===== config.mk =====
export PLATFORM = sky130hd
export DESIGN_NAME = sensor_link_emu
export DESIGN_NICKNAME = d
export VERILOG_FILES = /design/src/rtl/sensor_link_emu.sv
export SDC_FILE = /design/constraint.sdc
export NUM_CORES = 1
export LEC_CHECK = 0
export ABC_AREA = 1
export BUFFER_PORTS_ARGS = -buffer_cell sky130_fd_sc_hd__buf_2
export CORE_MARGIN = 2
export CORE_UTILIZATION = 55
export CTS_CLUSTER_DIAMETER = 200
export DETAILED_ROUTE_END_ITERATION = 10
export GPL_TIMING_DRIVEN = 1
export HOLD_SLACK_MARGIN = 0.08
export PLACE_DENSITY_LB_ADDON = 0.25
export SYNTH_ARGS = -nofsm -noshare
export SYNTH_HDL_FRONTEND = slang
export SYNTH_SLANG_ARGS = --single-unit
export TNS_END_PERCENT = 50

===== constraint.sdc =====
create_clock -name clk -period 5.2 [get_ports clk]
set_input_delay 0.52 -clock clk [delete_from_list [all_inputs] [get_ports clk]]
set_output_delay 0.52 -clock clk [all_outputs]
set_load 0.005 [all_outputs]

===== src/rtl/sensor_link_emu.sv =====
// Sensor-side link emulator: decodes serial command frames on cmd and streams
// synthetic pixel lines MSB first on two lanes (even pixels / odd pixels).
module sensor_link_emu #(
    parameter int               PIX_W     = 14,
    parameter int               LINE_PIX  = 640,
    parameter int               GAP_CYC   = 16,
    parameter logic [PIX_W-1:0] SYNC_WORD = 14'h3FC0
) (
    input  logic clk,
    input  logic rst,
    input  logic ena,
    input  logic cmd,
    output logic data_even,
    output logic data_odd,
    output logic busy,
    output logic frame_done,
    output logic cmd_err
);
    localparam int HALF = LINE_PIX / 2;
    localparam int BW   = (PIX_W > 1) ? $clog2(PIX_W) : 1;
    localparam int PW   = (HALF > 1) ? $clog2(HALF) : 1;
    localparam int GW   = (GAP_CYC > 1) ? $clog2(GAP_CYC) : 1;
    localparam logic [BW-1:0] BIT_LAST = BW'(PIX_W - 1);
    localparam logic [PW-1:0] PIX_LAST = PW'(HALF - 1);
    localparam logic [GW-1:0] GAP_LAST = GW'(GAP_CYC - 1);

    localparam logic [3:0] OP_LINES   = 4'h1;
    localparam logic [3:0] OP_PATTERN = 4'h2;
    localparam logic [3:0] OP_CONST   = 4'h3;
    localparam logic [3:0] OP_START   = 4'h4;
    localparam logic [3:0] OP_STOP    = 4'h5;

    typedef enum logic [1:0] {R_IDLE, R_DATA, R_STOP} rx_state_t;
    typedef enum logic [1:0] {T_IDLE, T_SYNC, T_PIX, T_GAP} tx_state_t;

    rx_state_t rx_state, rx_next;
    tx_state_t tx_state, tx_next;

    logic [3:0]       rx_cnt;
    logic [15:0]      rx_shift;
    logic             cmd_prev;
    logic             exec_v;
    logic [15:0]      exec_word;
    logic             frame_err;
    logic [3:0]       op;
    logic [11:0]      arg;
    logic             illegal, exec_ok, start_now, tx_idle, frame_end;
    logic [11:0]      lines_reg;
    logic [1:0]       pattern, act_pat;
    logic [PIX_W-1:0] const_reg, act_const;
    logic             stop_pend;
    logic [BW-1:0]    bit_cnt, sel;
    logic [PW-1:0]    pix_cnt;
    logic [GW-1:0]    gap_cnt;
    logic [11:0]      line_cnt;
    logic             bit_last, pix_last, gap_last, line_last;
    logic [PW:0]      p_even, p_odd;
    logic [PIX_W-1:0] word_e, word_o;
    logic             lane_e, lane_o;

    // A start needs a falling edge on cmd, so a line held low after a bad stop bit
    // cannot re-trigger until it has been seen high.
    always_comb begin
        rx_next = rx_state;
        case (rx_state)
            R_IDLE:  if (!cmd && cmd_prev) rx_next = R_DATA;
            R_DATA:  if (rx_cnt == 4'd15) rx_next = R_STOP;
            R_STOP:  rx_next = R_IDLE;
            default: rx_next = R_IDLE;
        endcase
        if (!ena) rx_next = R_IDLE;
    end

    always_ff @(posedge clk or posedge rst) begin
        if (rst) begin
            rx_state  <= R_IDLE;
            rx_cnt    <= '0;
            rx_shift  <= '0;
            cmd_prev  <= 1'b0;
            exec_v    <= 1'b0;
            exec_word <= '0;
            frame_err <= 1'b0;
        end else begin
            rx_state  <= rx_next;
            cmd_prev  <= cmd;
            exec_v    <= 1'b0;
            frame_err <= 1'b0;
            if (rx_state == R_DATA) begin
                rx_shift <= {rx_shift[14:0], cmd};
                rx_cnt   <= rx_cnt + 1'b1;
            end else begin
                rx_cnt <= '0;
            end
            if (rx_state == R_STOP && ena) begin
                if (cmd) begin
                    exec_v    <= 1'b1;
                    exec_word <= rx_shift;
                end else begin
                    frame_err <= 1'b1;
                end
            end
        end
    end

    assign op      = exec_word[15:12];
    assign arg     = exec_word[11:0];
    assign tx_idle = (tx_state == T_IDLE);

    always_comb begin
        illegal = 1'b0;
        case (op)
            OP_LINES:         illegal = (arg == 12'd0) || !tx_idle;
            OP_PATTERN:       illegal = (arg[1:0] == 2'd3);
            OP_CONST, OP_STOP: illegal = 1'b0;
            OP_START:         illegal = !tx_idle;
            default:          illegal = 1'b1;
        endcase
    end

    assign exec_ok   = exec_v && ena && !illegal;
    assign start_now = exec_ok && (op == OP_START);

    always_ff @(posedge clk or posedge rst) begin
        if (rst) begin
            lines_reg <= 12'd1;
            pattern   <= 2'd0;
            const_reg <= '0;
            stop_pend <= 1'b0;
        end else begin
            if (frame_end || !ena) stop_pend <= 1'b0;
            else if (exec_ok && op == OP_STOP && !tx_idle) stop_pend <= 1'b1;
            if (exec_ok) begin
                case (op)
                    OP_LINES:   lines_reg <= arg;
                    OP_PATTERN: pattern   <= arg[1:0];
                    OP_CONST:   const_reg <= PIX_W'(arg);
                    default:    ;
                endcase
            end
        end
    end

    assign bit_last  = (bit_cnt == BIT_LAST);
    assign pix_last  = (pix_cnt == PIX_LAST);
    assign gap_last  = (gap_cnt == GAP_LAST);
    assign line_last = (line_cnt == lines_reg - 12'd1);
    assign frame_end = ena && (tx_state == T_GAP) && gap_last && (line_last || stop_pend);

    always_comb begin
        tx_next = tx_state;
        case (tx_state)
            T_IDLE:  if (start_now) tx_next = T_SYNC;
            T_SYNC:  if (bit_last) tx_next = T_PIX;
            T_PIX:   if (bit_last && pix_last) tx_next = T_GAP;
            T_GAP:   if (gap_last) tx_next = (line_last || stop_pend) ? T_IDLE : T_SYNC;
            default: tx_next = T_IDLE;
        endcase
        if (!ena) tx_next = T_IDLE;
    end

    // Pattern and constant are sampled only on entry to SYNC so a line never changes mid-way.
    always_ff @(posedge clk or posedge rst) begin
        if (rst) begin
            tx_state   <= T_IDLE;
            bit_cnt    <= '0;
            pix_cnt    <= '0;
            gap_cnt    <= '0;
            line_cnt   <= '0;
            act_pat    <= 2'd0;
            act_const  <= '0;
            frame_done <= 1'b0;
        end else begin
            tx_state   <= tx_next;
            frame_done <= frame_end;
            if (tx_next == T_SYNC && tx_state != T_SYNC) begin
                act_pat   <= pattern;
                act_const <= const_reg;
            end
            case (tx_state)
                T_SYNC: bit_cnt <= bit_last ? '0 : bit_cnt + 1'b1;
                T_PIX: begin
                    bit_cnt <= bit_last ? '0 : bit_cnt + 1'b1;
                    if (bit_last) pix_cnt <= pix_last ? '0 : pix_cnt + 1'b1;
                end
                T_GAP: begin
                    gap_cnt <= gap_last ? '0 : gap_cnt + 1'b1;
                    if (gap_last) line_cnt <= line_cnt + 1'b1;
                end
                default: begin
                    bit_cnt  <= '0;
                    pix_cnt  <= '0;
                    gap_cnt  <= '0;
                    line_cnt <= '0;
                end
            endcase
            if (!ena) begin
                bit_cnt  <= '0;
                pix_cnt  <= '0;
                gap_cnt  <= '0;
                line_cnt <= '0;
            end
        end
    end

    assign p_even = {pix_cnt, 1'b0};
    assign p_odd  = {pix_cnt, 1'b1};

    always_comb begin
        sel    = BIT_LAST - bit_cnt;
        word_e = '0;
        word_o = '0;
        case (act_pat)
            2'd0: begin
                word_e = PIX_W'(p_even);
                word_o = PIX_W'(p_odd);
            end
            2'd1: begin
                word_e = act_const;
                word_o = act_const;
            end
            2'd2: begin
                word_e = {PIX_W{line_cnt[0]}};
                word_o = {PIX_W{~line_cnt[0]}};
            end
            default: ;
        endcase
        lane_e = 1'b0;
        lane_o = 1'b0;
        if (tx_state == T_SYNC) begin
            lane_e = SYNC_WORD[sel];
            lane_o = SYNC_WORD[sel];
        end else if (tx_state == T_PIX) begin
            lane_e = word_e[sel];
            lane_o = word_o[sel];
        end
    end

    assign data_even = ena && lane_e;
    assign data_odd  = ena && lane_o;
    assign busy      = ena && (!tx_idle || start_now);
    assign cmd_err   = ena && (frame_err || (exec_v && illegal));

endmodule


==> flow_summary_export.csv, run 1 <==
group,metric,value,unit
power,vdd_drop_max,0.3272,mV
status,status,"finished, final reports clean",
global_route,grt_pass1_wl,22140,um
global_route,grt_max_degree,79,
finish,biggestRegsByFlops,"exec_word: 16 flops, rx_shift: 16 flops",
sta,final-hold-violation-count,0,
clocking,clk_path_buf_depth,2,
floorplanning,die_area,11590,um2
critical_path,critPathSlowestCell,"dfrtp_1",
critical_path,cp_data_required_time,4.68,ns
sta,max_freq,0.3201,GHz
power,leakage,3.177,nW
clocking,ctsHoldBuffers,0,
logic_synthesis,synth-edff-count,0,
critical_path,cp-end-kind,"output port",
sta,final.setup_skew,0.006794,ns
drt,drt_pass1_iterations,5,
run,maxCapViolations,0,
power,p_int,1.783,mW
power,swShare,0.2429,
sta,slew_violations,0,
worst_hold_path,hold_path.class,"primary input to flop",
clocking,cts_made_buffers,17,
drt,postRouteAntennaNets,0,
floorplanning,coreArea,10370,um2
drt,wl_per_cell,14.33,um
floorplanning,fp.dieW,107.7,um
logic_synthesis,ys_ff_latch,114,
place,portBuffers,8,
finish,fin_cells,895,
finish,antenna_cells,0,
critical_path,crit_chain,"inv_1 -> ha_1 -> inv_1 -> o311ai_0 -> nand3_1 -> a21oi_1 -> buf_2",
logic_synthesis,postSynthAreaPerCell,7.998,um2
clocking,postCtsSetupBuffers,0,
critical_path,rrSetupSlack,2.47,ns
drt,drt_wl_total,12820,um
drt,via_per_inst,5.434,
place,globalplace.congestion,0.8918,
floorplanning,initial_utilization,0.5700,
finish,drive_above_1_share,0.09486,
finish,seq_area,2854,um2
critical_path,slowest_delay,0.56,ns
critical_path,cp-startpoint,"bit_cnt[1]$_DFFE_PP0P_",
place,dp_hpwl,9122,um
place,dp_cells,864,
finish,multi_input_comb_area,2591,um2
logic_synthesis,yosys_warnings,0,
critical_path,worstSetupPathType,"flop to output port",
power,clkPwrFrac,0.504,
global_route,grt_usage,0.2464,
finish,synthToLayoutAreaGrowth,12.45,%
global_route,antenna_found_initial,0,
floorplanning,ios,9,
logic_synthesis,async_reset_ff_frac,1.000,
drt,drtIter0Drc,380,
sta,slew_headroom,0.3960,
sta,tns,0,ns
sta,min_period_over_period,0.6008,
clocking,cts_resized,0,
global_route,grt_pass1_vias,4637,
critical_path,r2r.worst_path.cells,10,
sta,fin_crit,3.124,ns
clocking,path_clk_slew,0.05,ns
sta,layout_setup_ws,2.076,ns
critical_path,r2r-end,"act_const[9]$_DFFE_PP0P_",
sta,setup_viol,0,
critical_path,crit_path_frequent_cell,"inv_1",
finish,nFillCells,875,
floorplanning,placementRows,37,
logic_synthesis,ys_seq_area_frac,0.4829,
global_route,grt-ovfl-total,0,
logic_synthesis,syn_inst,739,
clocking,h-tree-depth,4,
logic_synthesis,synth_area,5911,um2
drt,vias,4863,
power,p_comb_frac,0.083,
power,power.switching,0.5719,mW
clocking,cts_tree,"yes",
clocking,clock_latency,0.52,ns
power,power_frac_seq,0.413,
critical_path,timing.rr.start,"bit_cnt[1]$_DFFE_PP0P_",
logic_synthesis,synth_cell_types,42,
place,dp_slack,2.598,ns
clocking,root_buffer,"clkbuf_8",
finish,layout.nets,765,
critical_path,cp-endpoint,"data_even",
sta,worstMarginPinSlew,0.9060,ns
logic_synthesis,synth_ff_type,"dfrtp_1",
sta,rsz0062_at_grt,"false",
critical_path,crit_path_start_kind,"flop",
drt,remaining_drc_errors,0,
clocking,cts_sinks,114,
logic_synthesis,syn_nets,757,
critical_path,arrival,2.60,ns
power,power_density,354.3,nW/um2
critical_path,crit_fanout,11,
floorplanning,die_h,107.7,um
-- cell usage in the layout, fill, tap and decap left out, types with 4 or more instances in the layout --
cell type    n
clkbuf_8     6
dfrtp_1    113
nor3b_1      5
ha_1        14
buf_2        8
inv_1       92
clkbuf_16   16
o211ai_1     5
o31ai_1      4
o21ai_0     76
nor2_1      45
nand4_1     21
nand2_2     16
xor2_1       7
nand2_1    196
nor3_1      16
nand3_1     43
a21oi_1     24
-- worst min-delay path by stage --
stage	startpoint	endpoint	cells after the start
2_1_floorplan	rx_state[0]$_DFFE_PP0P_	frame_err$_DFF_PP0_	1
3_3_place_gp	rx_state[0]$_DFFE_PP0P_	frame_err$_DFF_PP0_	1
3_5_place_dp	rx_cnt[0]$_DFF_PP0_	rx_cnt[0]$_DFF_PP0_	1
4_1_cts	cmd	cmd_prev$_DFF_PP0_	1
5_1_grt	cmd	cmd_prev$_DFF_PP0_	1
6_report	cmd	cmd_prev$_DFF_PP0_	1
-- synth_stat cells (5+ instances only) --
cell type  number  area (um2)
nor3b_1         5       37.54
o21ai_0        76       380.4
o211ai_1        5       37.54
xor2_1          7       61.31
ha_1           14       175.2
dfrtp_1       113        2828
nand3_1        43       215.2
inv_1          93       349.1
nor3_1         16       80.08
nand2_2        16       100.1
buf_2           8       40.04
nand4_1        21       131.4
clkbuf_1       12       45.04
a21oi_1        24       120.1
nand2_1       196       735.7
nor2_1         45       168.9
-- through the flow --
step                      power (mW)  hold WS (ns)    util  area, um2
after detailed placement       1.177        0.4577  0.5818       6033
final                          2.355        0.1874  0.6409       6646
after global placement         1.169        0.4422  0.5818       6033
after global routing           2.447        0.1756  0.6409       6646
after floorplan                1.135        0.4320       -       5911
after CTS                      2.370        0.1622  0.6409       6646
-- layout make-up --
type                       instances  area share
sequential                       114      0.4294
multi-input combinational        508      0.3899
inverter                          96     0.05459
clock buffer                      24     0.07380
timing repair buffer              10    0.008283
clock inverter                     7     0.01845
tap                              136     0.02560
-- power by group through the flow --
| stage | Clock [mW] | Combinational, mW | Sequential, mW |
|---|---|---|---|
| floorplan | 0 | 0.159 | 0.976 |
| global placement | 0 | 0.185 | 0.984 |
| detailed placement | 0 | 0.190 | 0.986 |
| CTS | 1.20 | 0.195 | 0.972 |
| global route | 1.24 | 0.229 | 0.978 |
| finish | 1.19 | 0.195 | 0.972 |
-- kinds of logic after synthesis --
family | share of synthesized area
AND/OR/NAND/NOR | 0.2784
flip-flops | 0.4829
buffers and inverters | 0.07875
AO/OA/AOI/OAI | 0.1171
XOR/XNOR | 0.01334
adder cells (fa/ha/maj) | 0.02964
-- metal layers --
metal,routed length [um],global-route usage,vias up
li1,-,-,2435
met1,6161,0.3411,2301
met2,5949,0.3796,112
met3,536,0.05872,15
met4,175,0.08974,0
met5,0,0,-
-- worst max-delay path: cells and delay by family, from the launching register on --
kind	cells	cell delay [ns]
AOI/OAI and AO/OA	2	0.54
adders and majority gates	1	0.41
buffers and inverters	3	0.45
DFF	1	0.56
and+or+nand+nor	1	0.12
No activity file was read; power rests on OpenSTA's default activity.
==> run 2: changes to the inputs <==
- clock period: 5.2 -> 2.92 ns (I/O delays scaled with it)
==> run 2 against run 1 <==
  * Core utilization up 0.060 points
  * Clock-buffer cell count down 6
  * Clock skew up 0.00070 ns
  * Hold slack better by 0.00064 ns
  * Combinational power up 84%
  * Critical path depth up 2
  * Cell count up 0.67%
  * Routed wire length down 0.19%
  * Sequential cell count unchanged
  * Non-clock buffer count up 5
  * Register-to-register slack worse by 2.2 ns
  * Critical endpoint is now data_odd
  * Largest power group unchanged
==> flow_summary_export.csv, run 2 (synthesis results as in run 1) <==
group,metric,value,unit
sta,slew_headroom,0.4540,
clocking,clk_path_buf_depth,2,
power,leakage,3.169,nW
sta,tns,0,ns
clocking,h-tree-depth,4,
floorplanning,fp.dieW,107.7,um
critical_path,crit_path_frequent_cell,"a21oi_1",
clocking,cts_tree,"yes",
critical_path,cp-end-kind,"output port",
finish,fin_area,6653,um2
sta,slew_violations,0,
drt,remaining_drc_errors,0,
sta,final-hold-violation-count,0,
sta,final.setup_skew,0.007496,ns
power,power_density,603.6,nW/um2
global_route,grt_pass1_wl,21930,um
floorplanning,ios,9,
drt,wl_per_cell,14.20,um
finish,layout_common_cells,"nand2_1, dfrtp_1, inv_1, o21ai_0, nor2_1",
worst_hold_path,hold_path.class,"primary input to flop",
sta,setup_viol,0,
place,dp_cells,867,
place,globalplace.congestion,0.9096,
finish,drive_above_1_share,0.1046,
drt,drt_wl_total,12800,um
clocking,cts_sinks,114,
clocking,postCtsSetupBuffers,0,
drt,via_per_inst,5.367,
status,status,"finished, final reports clean",
global_route,grt_max_degree,115,
critical_path,crit_fanout,6,
power,power,4.016,mW
place,dp_hpwl,9008,um
critical_path,cp_data_required_time,2.63,ns
floorplanning,die_area,11590,um2
sta,rsz0062_at_grt,"false",
drt,vias,4836,
run,maxCapViolations,0,
clocking,root_buffer,"clkbuf_8",
clocking,cts_made_buffers,17,
global_route,antenna_found_initial,0,
place,portBuffers,8,
finish,multi_input_comb_area,2594,um2
critical_path,arrival,2.41,ns
sta,max_freq,0.3698,GHz
floorplanning,initial_utilization,0.5700,
sta,worstMarginPinSlew,0.8171,ns
sta,fin_crit,2.704,ns
global_route,grt_pass1_vias,4703,
floorplanning,placementRows,37,
finish,antenna_cells,0,
critical_path,crit_chain,"nor2_1 -> inv_1 -> o211ai_1 -> nand3_1 -> a21oi_1 -> nor3_1 -> nand3b_1 -> a21oi_1 -> buf_2",
finish,final_common_cell,"nand2_1",
finish,nFillCells,883,
critical_path,slowest_delay,0.44,ns
critical_path,worstSetupPathType,"flop to output port",
critical_path,path_delay_family,"simple AND/OR/NAND/NOR gates",
clocking,path_clk_slew,0.06,ns
sta,min_period_over_period,0.9261,
floorplanning,die_h,107.7,um
critical_path,crit_path_start_kind,"flop",
finish,biggestRegsByFlops,"exec_word: 16 flops, rx_shift: 16 flops",
drt,postRouteAntennaNets,0,
global_route,grt-ovfl-total,0,
power,vdd_drop_max,0.6056,mV
drt,drtIter0Drc,357,
finish,fin_cells,901,
global_route,grt_usage,0.2438,
critical_path,crit_buf_inv,2,
clocking,clock_latency,0.52,ns
floorplanning,coreArea,10370,um2
drt,drt_pass1_iterations,5,
finish,layout.nets,770,
finish,synthToLayoutAreaGrowth,12.55,%
place,placed_area,6070,um2
critical_path,critPathSlowestCell,"dfrtp_1",
finish,seq_area,2855,um2
-- run 2: path summary, 6_finish.rpt --
check / from / end / slack (ns) / cells past startpoint
max: act_pat[1]$_DFFE_PP0P_ / data_odd / 0.22 / 9
min: ena / rx_state[0]$_DFFE_PP0P_ / 0.19 / 3
max reg2reg: tx_state[1]$_DFF_PP0_ / act_const[11]$_DFFE_PP0P_ / 0.31 / 13
min reg2reg: rx_cnt[0]$_DFF_PP0_ / rx_cnt[0]$_DFF_PP0_ / 0.46 / 1
max in group asynchronous: rst / rx_shift[8]$_DFFE_PP0P_ / 1.98 / 4
min in group asynchronous: rst / lines_reg[10]$_DFFE_PP0P_ / 0.44 / 4
-- run 2: final cells by class --
class,count,share of cell area
Clock buffer,18,0.06432
Clock inverter,14,0.01975
Sequential cell,114,0.4292
Tap cell,136,0.02558
Multi-Input combinational cell,508,0.3899
Inverter,96,0.05473
Timing Repair Buffer,15,0.01655
-- run 2: what timing repair did --
action	CTS	global route
hold endpoints to repair	117	0
gates resized for setup	0	2
hold buffers	2	0
setup endpoints to repair	0	1
-- run 2: metrics by stage --
step                        util  hold WS, ns  worst slack, ns
final                     0.6415       0.1881           0.2157
after CTS                 0.6412       0.1597           0.1204
after detailed placement  0.5853       0.4496           0.4001
after global routing      0.6415       0.1871          0.04394
after global placement    0.5853       0.4458           0.5589
after floorplan                -       0.3234           0.7714
-- run 2: power breakdown --
group / switching (mW) / internal (mW) / leakage, nW
registers: 0.0569 / 1.67 / 1.56
logic: 0.258 / 0.0999 / 1.35
clock network: 0.773 / 1.16 / 0.264
-- run 2: layer usage --
| metal | vias to the layer above | part of all wire | track usage |
|---|---|---|---|
| met3 | 19 | 0.037 | 0.05630 |
| met4 | 0 | 0.017 | 0.08974 |
| met1 | 2281 | 0.48 | 0.3279 |
| li1 | 2435 | - | - |
| met5 | - | 0 | 0 |
| met2 | 101 | 0.47 | 0.3872 |
-- run 2: tightest hold or removal path: cells and delay by family --
family | cells | cell delay, ns
buffers and inverters | 1 | 0.19
AND/OR/NAND/NOR | 1 | 0.12
AO/OA/AOI/OAI | 1 | 0.06
==> run 3: changes to the inputs <==
--- a/config.mk
+++ b/config.mk
@@ -9,2 +9,3 @@
 export BUFFER_PORTS_ARGS = -buffer_cell sky130_fd_sc_hd__buf_2
+export CORE_ASPECT_RATIO = 0.8
 export CORE_MARGIN = 2
--- a/constraint.sdc
+++ b/constraint.sdc
@@ -3,2 +3,2 @@
 set_output_delay 0.292 -clock clk [all_outputs]
-set_load 0.005 [all_outputs]
+set_load 0.01 [all_outputs]
==> run 3 against run 2 <==
  * Maximum frequency grew 4.0%
  * Sequential power is essentially flat
  * Critical endpoint unchanged
  * Design area rose by 0.62%
  * Hold slack better by 0.10 ns
  * Cell count is 0.22% higher
  * Clock-buffer cell count increased by 1
  * Global-route usage is 1.1 points higher
  * Core utilization rose by 0.44 points
  * Sequential share of layout area is 0.26 points lower
  * Largest cell class unchanged
  * Routed wire length rose by 6.3%
  * Critical path depth did not move
==> flow_summary_export.csv, run 3 (synthesis results as in run 1) <==
group,metric,value,unit
clocking,h-tree-depth,4,
sta,slew_headroom,0.4741,
drt,drt_wl_total,13610,um
sta,worstMarginPinSlew,0.7870,ns
power,power.switching,1.042,mW
finish,layout_common_cells,"nand2_1, dfrtp_1, inv_1, o21ai_0, nor2_1",
critical_path,crit_chain,"nor2_1 -> inv_1 -> o211ai_1 -> nand3_1 -> a21oi_1 -> nor3_1 -> nand3b_1 -> a21oi_1 -> buf_2",
sta,final.setup_skew,0.007676,ns
finish,nFillCells,864,
power,clkPwrFrac,0.501,
power,p_int,3.126,mW
sta,final-hold-violation-count,0,
critical_path,crit_path_start_kind,"flop",
place,portBuffers,8,
drt,vias,4964,
worst_hold_path,hold_path.class,"primary input to flop",
sta,fin_crit,2.600,ns
floorplanning,fp.dieW,119.9,um
power,leakage,3.181,nW
finish,biggestRegsByFlops,"exec_word: 16 flops, rx_shift: 16 flops",
place,globalplace.congestion,0.9651,
finish,final_common_cell,"nand2_1",
sta,setup_viol,0,
critical_path,crit_fanout,6,
floorplanning,coreArea,10360,um2
critical_path,cp_data_required_time,2.63,ns
global_route,grt_pass1_wl,23260,um
place,dp_hpwl,9542,um
critical_path,slowest_delay,0.44,ns
critical_path,path_delay_family,"simple AND/OR/NAND/NOR gates",
drt,drt_pass1_iterations,6,
power,vdd_drop_max,0.4486,mV
drt,wl_per_cell,15.07,um
finish,antenna_cells,0,
drt,remaining_drc_errors,0,
critical_path,arrival,2.31,ns
finish,synthToLayoutAreaGrowth,13.25,%
floorplanning,die_area,11600,um2
global_route,grt_max_degree,115,
clocking,cts_sinks,114,
power,power_frac_seq,0.415,
global_route,antenna_found_initial,0,
floorplanning,initial_utilization,0.5703,
global_route,grt_usage,0.2549,
clocking,root_buffer,"clkbuf_16",
power,power_density,622.7,nW/um2
floorplanning,placementRows,33,
critical_path,worstSetupPathType,"flop to output port",
clocking,clock_latency,0.42,ns
status,status,"finished, final reports clean",
sta,holdWs,0.2899,ns
finish,layout.nets,769,
power,p_comb_frac,0.085,
global_route,grt_pass1_vias,4808,
sta,tns,0,ns
drt,postRouteAntennaNets,0,
clocking,cts_made_buffers,17,
global_route,grt-ovfl-total,0,
sta,max_freq,0.3846,GHz
run,maxCapViolations,0,
critical_path,critPathSlowestCell,"dfrtp_1",
floorplanning,die_h,96.72,um
critical_path,crit_buf_inv,2,
sta,min_period_over_period,0.8904,
power,swShare,0.2500,
sta,slew_violations,0,
clocking,path_clk_slew,0.06,ns
finish,seq_area,2855,um2
sta,rsz0062_at_grt,"false",
finish,drive_above_1_share,0.1009,
critical_path,cp-end-kind,"output port",
floorplanning,ios,9,
clocking,clk_path_buf_depth,2,
critical_path,crit_path_frequent_cell,"a21oi_1",
clocking,cts_tree,"yes",
finish,multi_input_comb_area,2594,um2
drt,via_per_inst,5.497,
drt,drtIter0Drc,443,
==> run 3: power groups by stage <==
stage	registers [mW]	logic [mW]	clock network, mW
finish	1.73	0.354	2.09
global route	1.74	0.409	2.18
CTS	1.73	0.354	2.12
detailed placement	1.75	0.347	0
global placement	1.75	0.338	0
floorplan	1.74	0.286	0
==> run 3: path summary, 6_finish.rpt <==
path                       cells past startpoint                         to  slack [ns]                 startpoint
setup / recovery                               9                   data_odd        0.32     act_pat[1]$_DFFE_PP0P_
hold / removal                                 3    rx_state[0]$_DFFE_PP0P_        0.29                        ena
setup reg to reg                              13  act_const[10]$_DFFE_PP0P_        0.38      tx_state[0]$_DFF_PP0_
hold reg to reg                                2  act_const[11]$_DFFE_PP0P_        0.47  act_const[11]$_DFFE_PP0P_
max in group asynchronous                      4     bit_cnt[1]$_DFFE_PP0P_        1.86                        rst
min in group asynchronous                      4   lines_reg[9]$_DFFE_PP0P_        0.59                        rst
==> run 3: cell type report <==
type	instances	share of cell area
Sequential cell	114	0.4265
Multi-Input combinational cell	508	0.3875
Clock buffer	19	0.06617
Inverter	96	0.05439
Tap cell	140	0.02617
Clock inverter	12	0.02393
Timing Repair Buffer	14	0.01533
==> run 3: per-stage QoR <==
| step | cell area, um2 | util | setup slack (ns) | power, mW | cells |
|---|---|---|---|---|---|
| floorplan | 5914 | - | 0.7714 | 2.024 | 739 |
| global placement | 6067 | 0.5854 | 0.5647 | 2.087 | 870 |
| detailed placement | 6067 | 0.5854 | 0.3895 | 2.099 | 870 |
| CTS | 6690 | 0.6455 | 0.2217 | 4.197 | 903 |
| global route | 6694 | 0.6459 | 0.02777 | 4.333 | 903 |
| finish | 6694 | 0.6459 | 0.3201 | 4.168 | 903 |
==> run 3: timing repair <==
action	CTS	global route
endpoints found under the hold margin	3	0
setup endpoints to repair	0	1
resized for setup	0	2
buffers inserted	0	0
hold buffers	2	0
==> run 3: layer usage <==
layer | vias up | GRT usage | routed length (um)
li1 | 2435 | - | -
met1 | 2337 | 0.3647 | 6532
met4 | 0 | 0.1149 | 354
met5 | - | 0 | 0
met3 | 33 | 0.05130 | 737
met2 | 159 | 0.3750 | 5982
==> run 3: worst min-delay path, cell delays in order <==
cell and delay, ns:
buf_2 0.20, nand3_1 0.12, o31ai_1 0.06
